File: src/rtl/fir_pkg.sv
// Shared constants, state encoding and helpers for the sequential 64-tap FIR MAC.
package fir_pkg;

  localparam int DW   = 16;
  localparam int SW   = 6;
  localparam int TAPS = 64;
  localparam int ACCW = 38;

  // Accumulator must hold TAPS full-width products without wrapping.
  localparam bit CFG_OK = (ACCW >= 2*DW + SW) && (TAPS == 2**SW);

  typedef enum logic [1:0] {
    IDLE  = 2'd0,
    RUN   = 2'd1,
    FLUSH = 2'd2
  } state_t;

  function automatic logic signed [ACCW-1:0] sext_prod(input logic signed [2*DW-1:0] p);
    return {{(ACCW-2*DW){p[2*DW-1]}}, p};
  endfunction

endpackage

File: src/rtl/fir_mac_seq_if.sv
// Tap-mux / coefficient / result bundle between the MAC engine and its sample buffer.
interface fir_mac_seq_if;
  import fir_pkg::*;

  logic                   start;
  logic [SW-1:0]          sel;
  logic signed [DW-1:0]   smp;
  logic signed [DW-1:0]   coef;
  logic                   busy;
  logic                   done;
  logic signed [ACCW-1:0] acc_out;

  modport master (input start, smp, coef, output sel, busy, done, acc_out);
  modport slave  (output start, smp, coef, input sel, busy, done, acc_out);
endinterface

File: src/rtl/mac_mul_reg.sv
// Registered signed DW x DW multiplier; isolated so it can be retimed or mapped to a DSP.
module mac_mul_reg #(
  parameter int DW = 16
) (
  input  logic                   clk,
  input  logic                   rst,
  input  logic                   en,
  input  logic signed [DW-1:0]   a,
  input  logic signed [DW-1:0]   b,
  output logic signed [2*DW-1:0] prod_r
);

  always_ff @(posedge clk or posedge rst) begin
    if (rst) begin
      prod_r <= '0;
    end else if (en) begin
      prod_r <= a * b;
    end
  end

endmodule

File: src/rtl/fir_mac_seq.sv
// Sequential FIR engine: walks the tap index, multiplies sample by coefficient and
// accumulates 64 products into one full-precision result with a done pulse.
module fir_mac_seq
  import fir_pkg::*;
(
  input  logic         clk,
  input  logic         rst,
  fir_mac_seq_if.master bus
);

  if (!CFG_OK) begin : g_cfg_err
    $error("fir_pkg: ACCW too narrow or TAPS != 2**SW");
  end

  state_t                 state_reg, state_next;
  logic [SW-1:0]          cnt_reg, cnt_next;
  logic signed [ACCW-1:0] acc_reg, acc_next;
  logic signed [ACCW-1:0] acc_out_reg, acc_out_next;
  logic                   done_reg, done_next;
  logic                   mul_en;
  logic signed [2*DW-1:0] prod_r;

  mac_mul_reg #(.DW(DW)) u_mul (
    .clk    (clk),
    .rst    (rst),
    .en     (mul_en),
    .a      (bus.smp),
    .b      (bus.coef),
    .prod_r (prod_r)
  );

  always_ff @(posedge clk or posedge rst) begin
    if (rst) begin
      state_reg   <= IDLE;
      cnt_reg     <= '0;
      acc_reg     <= '0;
      acc_out_reg <= '0;
      done_reg    <= 1'b0;
    end else begin
      state_reg   <= state_next;
      cnt_reg     <= cnt_next;
      acc_reg     <= acc_next;
      acc_out_reg <= acc_out_next;
      done_reg    <= done_next;
    end
  end

  always_comb begin
    state_next   = state_reg;
    cnt_next     = cnt_reg;
    acc_next     = acc_reg;
    acc_out_next = acc_out_reg;
    done_next    = 1'b0;
    mul_en       = 1'b0;
    case (state_reg)
      IDLE: begin
        if (bus.start) begin
          state_next = RUN;
          cnt_next   = '0;
          acc_next   = '0;
        end
      end
      RUN: begin
        mul_en   = 1'b1;
        cnt_next = cnt_reg + SW'(1);
        // prod_r is one tap behind; on the first RUN edge it holds nothing useful.
        if (cnt_reg != '0) begin
          acc_next = acc_reg + sext_prod(prod_r);
        end
        if (cnt_reg == SW'(TAPS-1)) begin
          state_next = FLUSH;
        end
      end
      FLUSH: begin
        acc_out_next = acc_reg + sext_prod(prod_r);
        done_next    = 1'b1;
        state_next   = IDLE;
      end
      default: state_next = IDLE;
    endcase
  end

  assign bus.sel     = cnt_reg;
  assign bus.busy    = (state_reg != IDLE);
  assign bus.done    = done_reg;
  assign bus.acc_out = acc_out_reg;

endmodule

File: src/flat_wrapper.sv
// flat-port wrapper written by rule: the top's interface ports become plain ports
module fir_mac_seq_flat import fir_pkg::*;
  (clk, rst, bus_start, bus_smp, bus_coef, bus_sel, bus_busy, bus_done, bus_acc_out);
  fir_mac_seq_if bus_i ();
  input  logic clk;
  input  logic rst;
  input wire logic [$bits(bus_i.start)-1:0] bus_start;
  input wire logic [$bits(bus_i.smp)-1:0] bus_smp;
  input wire logic [$bits(bus_i.coef)-1:0] bus_coef;
  output wire logic [$bits(bus_i.sel)-1:0] bus_sel;
  output wire logic [$bits(bus_i.busy)-1:0] bus_busy;
  output wire logic [$bits(bus_i.done)-1:0] bus_done;
  output wire logic [$bits(bus_i.acc_out)-1:0] bus_acc_out;
  assign bus_i.start = bus_start;
  assign bus_i.smp = bus_smp;
  assign bus_i.coef = bus_coef;
  assign bus_sel = bus_i.sel;
  assign bus_busy = bus_i.busy;
  assign bus_done = bus_i.done;
  assign bus_acc_out = bus_i.acc_out;
  fir_mac_seq u_core (.clk(clk), .rst(rst), .bus(bus_i));
endmodule
File: config.mk
export PLATFORM = sky130hd
export DESIGN_NAME = fir_mac_seq_flat
export DESIGN_NICKNAME = d
export VERILOG_FILES = /design/src/rtl/fir_pkg.sv /design/src/rtl/fir_mac_seq_if.sv /design/src/rtl/mac_mul_reg.sv /design/src/rtl/fir_mac_seq.sv /design/src/flat_wrapper.sv
export SDC_FILE = /design/constraint.sdc
export NUM_CORES = 1
export LEC_CHECK = 0
export CAP_MARGIN = 20
export CORE_MARGIN = 2
export CORE_UTILIZATION = 35
export DETAILED_ROUTE_END_ITERATION = 16
export GPL_ROUTABILITY_DRIVEN = 0
export PLACE_DENSITY = 0.52
export SYNTH_ARGS = -nofsm -noshare
export SYNTH_HDL_FRONTEND = slang
export SYNTH_SLANG_ARGS = --single-unit
File: constraint.sdc
create_clock -name clk -period 9.9 [get_ports clk]
set_clock_uncertainty 0.05 [all_clocks]
set_input_delay 1.98 -clock clk [delete_from_list [all_inputs] [get_ports clk]]
set_output_delay 1.98 -clock clk [all_outputs]
set_load 0.005 [all_outputs]
* After elaboration in Yosys (flattened, before gate mapping) *
Index checks and enable logic that the tools add are counted.

storage, ports and cells
  output and inout bits = 46
  logic and storage cells = 32
  input port bits = 35
  bits in registers = 117

cells by class
  multiplexer cells = 10
  eq/ne operators = 6
  multipliers = 1
  reductions and logical operators = 7
  add/subtract/negate cells = 2

operators with widths
  operator               number
  $mux W38               2
  $pmux W38 S2           1
  $add A38 B32 Y38       1
  $mul A16 B16 Y32       1
  $pmux W6 S2            1
  $add A6 B1 Y6 const B  1
  $eq A6 B6 Y1 const B   1
  $mux W6                1
  $reduce_bool A6 Y1     1
  $mux W2                2
  $ne A2 B1 Y1 const B   2
  $pmux W2 S2            1
  $reduce_and A2 Y1      2
  $reduce_bool A2 Y1     2
  $reduce_and A3 Y1      1
  $eq A2 B1 Y1 const B   1
  $eq A2 B2 Y1 const B   1
  $logic_not A2 Y1       1
  $mux W1                2
  $ne A2 B2 Y1 const B   1

* Logic depth before layout (Yosys ltp) *
  depth after elaboration = 3
  mapped depth = 25
  mapped depth without buffers = 23

* Cells and area by module *
Synthesis repeated with hierarchy kept, for this count alone.

unflattened totals
  cells, all modules = 1774
  area total of the unflattened synthesis = 16341.9 µm²

by module, submodules not included
  module       cells an instance  instances  seq. area each (µm²)  area an instance (µm²)
  mac_mul_reg  1186               1          800.8                 11155.7
  fir_mac_seq  588                1          2127.0                5186.2

* Worst setup path after synthesis *
No wires, ideal clock.

  kind = input to register
  start = in bus_smp[15]
  end = reg u_core.u_mul.prod_r[28]
  data required time = 9.720 ns
  setup time = 0.130 ns
  path buffers = 2
  stages = 22
  slack = 2.263 ns
  arrival time = 7.458 ns
  cell sequence = clkbuf_1 -> nand2_1 -> inv_1 -> fa_1 -> fa_1 -> fa_1 -> fa_1 -> fa_1 -> inv_1 -> fa_1 -> inv_1 -> ha_1 -> clkbuf_1 -> a21o_1 -> a21o_1 -> a21oi_1 -> o21ai_0 -> or3_1 -> a31oi_1 -> o31ai_1 -> a211oi_1 -> o21ai_0

between the ends
  word-level cells in the longest chain between the ends = 1

RTL lines
  item                  RTL line           source
  start, declared       flat_wrapper.sv:8  input wire logic [$bits(bus_i.smp)-1:0] bus_smp;
  $mul A16 B16 Y32      mac_mul_reg.sv:17  prod_r <= a * b;
  end signal, assigned  mac_mul_reg.sv:17
  end, declared         mac_mul_reg.sv:10  output logic signed [2*DW-1:0] prod_r

No other way between the ends.
A chain may end at the register's enable or synchronous reset.

* Worst setup path after layout *
  start = in bus_smp[9]
  end = reg u_core.u_mul.prod_r[31]

The elaborated chain is that of the path after synthesis.

==> flow_summary.yaml <==
synth:
  seq_area_frac_synth_pct: 18.2
  syn-num-nets: 2138
  synth_area_um2: 16100
  yosysTopAreaCell: "fa_1"
  synth_top_area_share_pct: 32.8
  ys_seq_elements: 117
  synth_edf_count: 0
  ys_warn_count: 0
  synth_cell_types: 60
  synthTopCellsByCount: "inv_1, fa_1, nand2_1, and2_1, ha_1"
  synth_area_leaders: "fa_1, dfrtp_1, ha_1, inv_1, nand2_1"
  async_flop_share_pct: 100
  synth_flop_cell: "dfrtp_1"
  syn_inst: 1719
  yosysMostFrequentCell: "inv_1"
  syn_area_per_cell_um2: 9.34
clocking:
  numCtsBuffers: 17
  cts_tree: "yes"
  holdBufCountCts: 0
  clockBufferDepth: 2
  cts_root_buf: "clkbuf_16"
  cts_htree_levels: 4
  post-cts-setup-buffers: 0
  clk_latency_ns: 0.43
  cts.repair.resized: 0
  cts_sinks: 117
  clk_pin_slew_ns: 0.06
setup_path:
  path_max_fanout: 16
  critPathCaptureType: "flip-flop"
  timing.rr.start: "u_core.u_mul.prod_r[0]"
  r2r_end: "u_core.bus.acc_out[34]"
  cp-start-kind: "primary input"
  critPathLaunch: "bus_smp[9]"
  path_class: "in -> reg"
  cp.required_ns: 10.22
  endpoint: "u_core.u_mul.prod_r[31]"
  rr_worst_depth: 11
  crit_arrival_ns: 8.73
  r2r_slack_ns: 6.22
sta:
  setup_violations: 0
  rsz0062_at_grt: "no"
  final-hold-violation-count: 0
  fmax_mhz: 119
  min_period_ns: 8.42
  tightest_slew_ns: 0.828
  timing.final.crit_share_pct: 85.0
  max_slew_margin_pct: 44.8
  finalMaxSlewViolations: 0
  finalSetupTns_ns: 0
cells_and_area:
  layout.nets: 2185
  fillers: 4611
  drive_above_1_share_pct: 3.99
  antenna_cells: 0
  syn2layout_area_growth_pct: 12.6
placement:
  io_buffers: 80
  dpl.hpwl_um: 30600
status:
  run_status: "finished clean"
detailed_routing:
  post_drt_wl_per_cell_um: 16.0
  drtIter0Drc: 548
  vias: 11500
  vias_per_cell: 4.81
  routed_wl_um: 38000
  drc: 0
  drtAntennaViolNets: 0
  firstDrtPassIters: 5
global_route:
  grt_pass1_vias: 12100
  grt.total_usage_pct: 16.8
  grt_pass1_wl_um: 64000
  grt_max_degree: 66
  overflow: 0
  antenna_found_initial: 0
floorplan:
  io_pins: 81
  die_h_um: 218
  die_w_um: 218
  initial_utilization_pct: 35.4
  core_area_um2: 45300
  rows: 78
  die_area_um2: 47600
hold_path:
  min_path_type: "reg -> reg"
job:
  cap_violations: 0
[per-layer routing]
metal	global-route usage, %	share of wire [%]
met5	0	0
met1	25.5	52
met4	4.42	1.5
met3	2.38	4.8
met2	25.2	42
[layout make-up]
type / count / area, µm² / area share [%]
clock buffer: 18 / 439 / 2.43
multi-input combinational: 1252 / 11800 / 65.4
tap: 600 / 751 / 4.15
timing repair buffer: 89 / 881 / 4.87
clock inverter: 14 / 175 / 0.969
inverter: 289 / 1090 / 6.02
sequential: 117 / 2930 / 16.2
[critical path, cell delays in order]
cell and delay [ns]:
clkdlybuf4s50_1 0.82, and2_1 0.39, fa_1 0.53, inv_1 0.05
fa_1 0.47, inv_1 0.05, fa_1 0.49, fa_1 0.54
fa_1 0.50, inv_1 0.05, fa_1 0.47, inv_1 0.04
ha_1 0.33, nand2_1 0.10, nor2_1 0.14, nand2b_1 0.07
o21ai_0 0.51, a21oi_1 0.19, a21oi_1 0.31, nor4_1 0.10
or4_1 0.51, nand3_1 0.08
[worst min-delay path by stage]
stage,startpoint,end,slack (ns),cells past startpoint
2_1_floorplan,u_core.u_mul.prod_r[0],u_core.u_mul.prod_r[0],0.40,2
3_5_place_dp,u_core.bus.acc_out[10],u_core.bus.acc_out[10],0.41,2
5_1_grt,u_core.bus.acc_out[29],u_core.bus.acc_out[29],0.46,2
4_1_cts,u_core.bus.acc_out[10],u_core.bus.acc_out[10],0.43,2
3_3_place_gp,u_core.bus.acc_out[10],u_core.bus.acc_out[10],0.41,2
6_report,u_core.bus.acc_out[8],u_core.bus.acc_out[8],0.42,2
[kinds of logic after synthesis]
group	after synthesis	synth area share [%]
AO/OA/AOI/OAI	262	10.8
XOR/XNOR	67	3.66
adder cells (fa/ha/maj)	384	42.2
buffers and inverters	350	8.19
flip-flops	117	18.2
multiplexers	21	1.45
AND/OR/NAND/NOR	518	15.4
[layout by cell type (no fill, tap or decap), drive strengths merged, types with 25 or more instances in the layout]
cell and instances:
a21o 30, a21oi 58, a22o 36, and2 126, clkdlybuf4s50 80, dfrtp 117, fa 263, ha 121
inv 293, nand2 254, nor2 45, o21ai 65, xnor2 42, xor2 25
[per-stage QoR]
step	cell area (µm²)	util (%)	hold WS, ns	instances	setup slack [ns]
2_1_floorplan	16100	-	0.395	1719	2.26
3_5_place_dp	17400	38.5	0.413	2346	1.04
5_1_grt	18100	39.9	0.457	2379	1.11
6_report	18100	39.9	0.425	2379	1.48
4_1_cts	18100	39.9	0.429	2378	1.48
3_3_place_gp	17400	38.5	0.413	2346	1.18
Power is left out: the tool's default activity adds up to more than one toggle a clock period on the data nets, which glitch-free logic cannot reach.
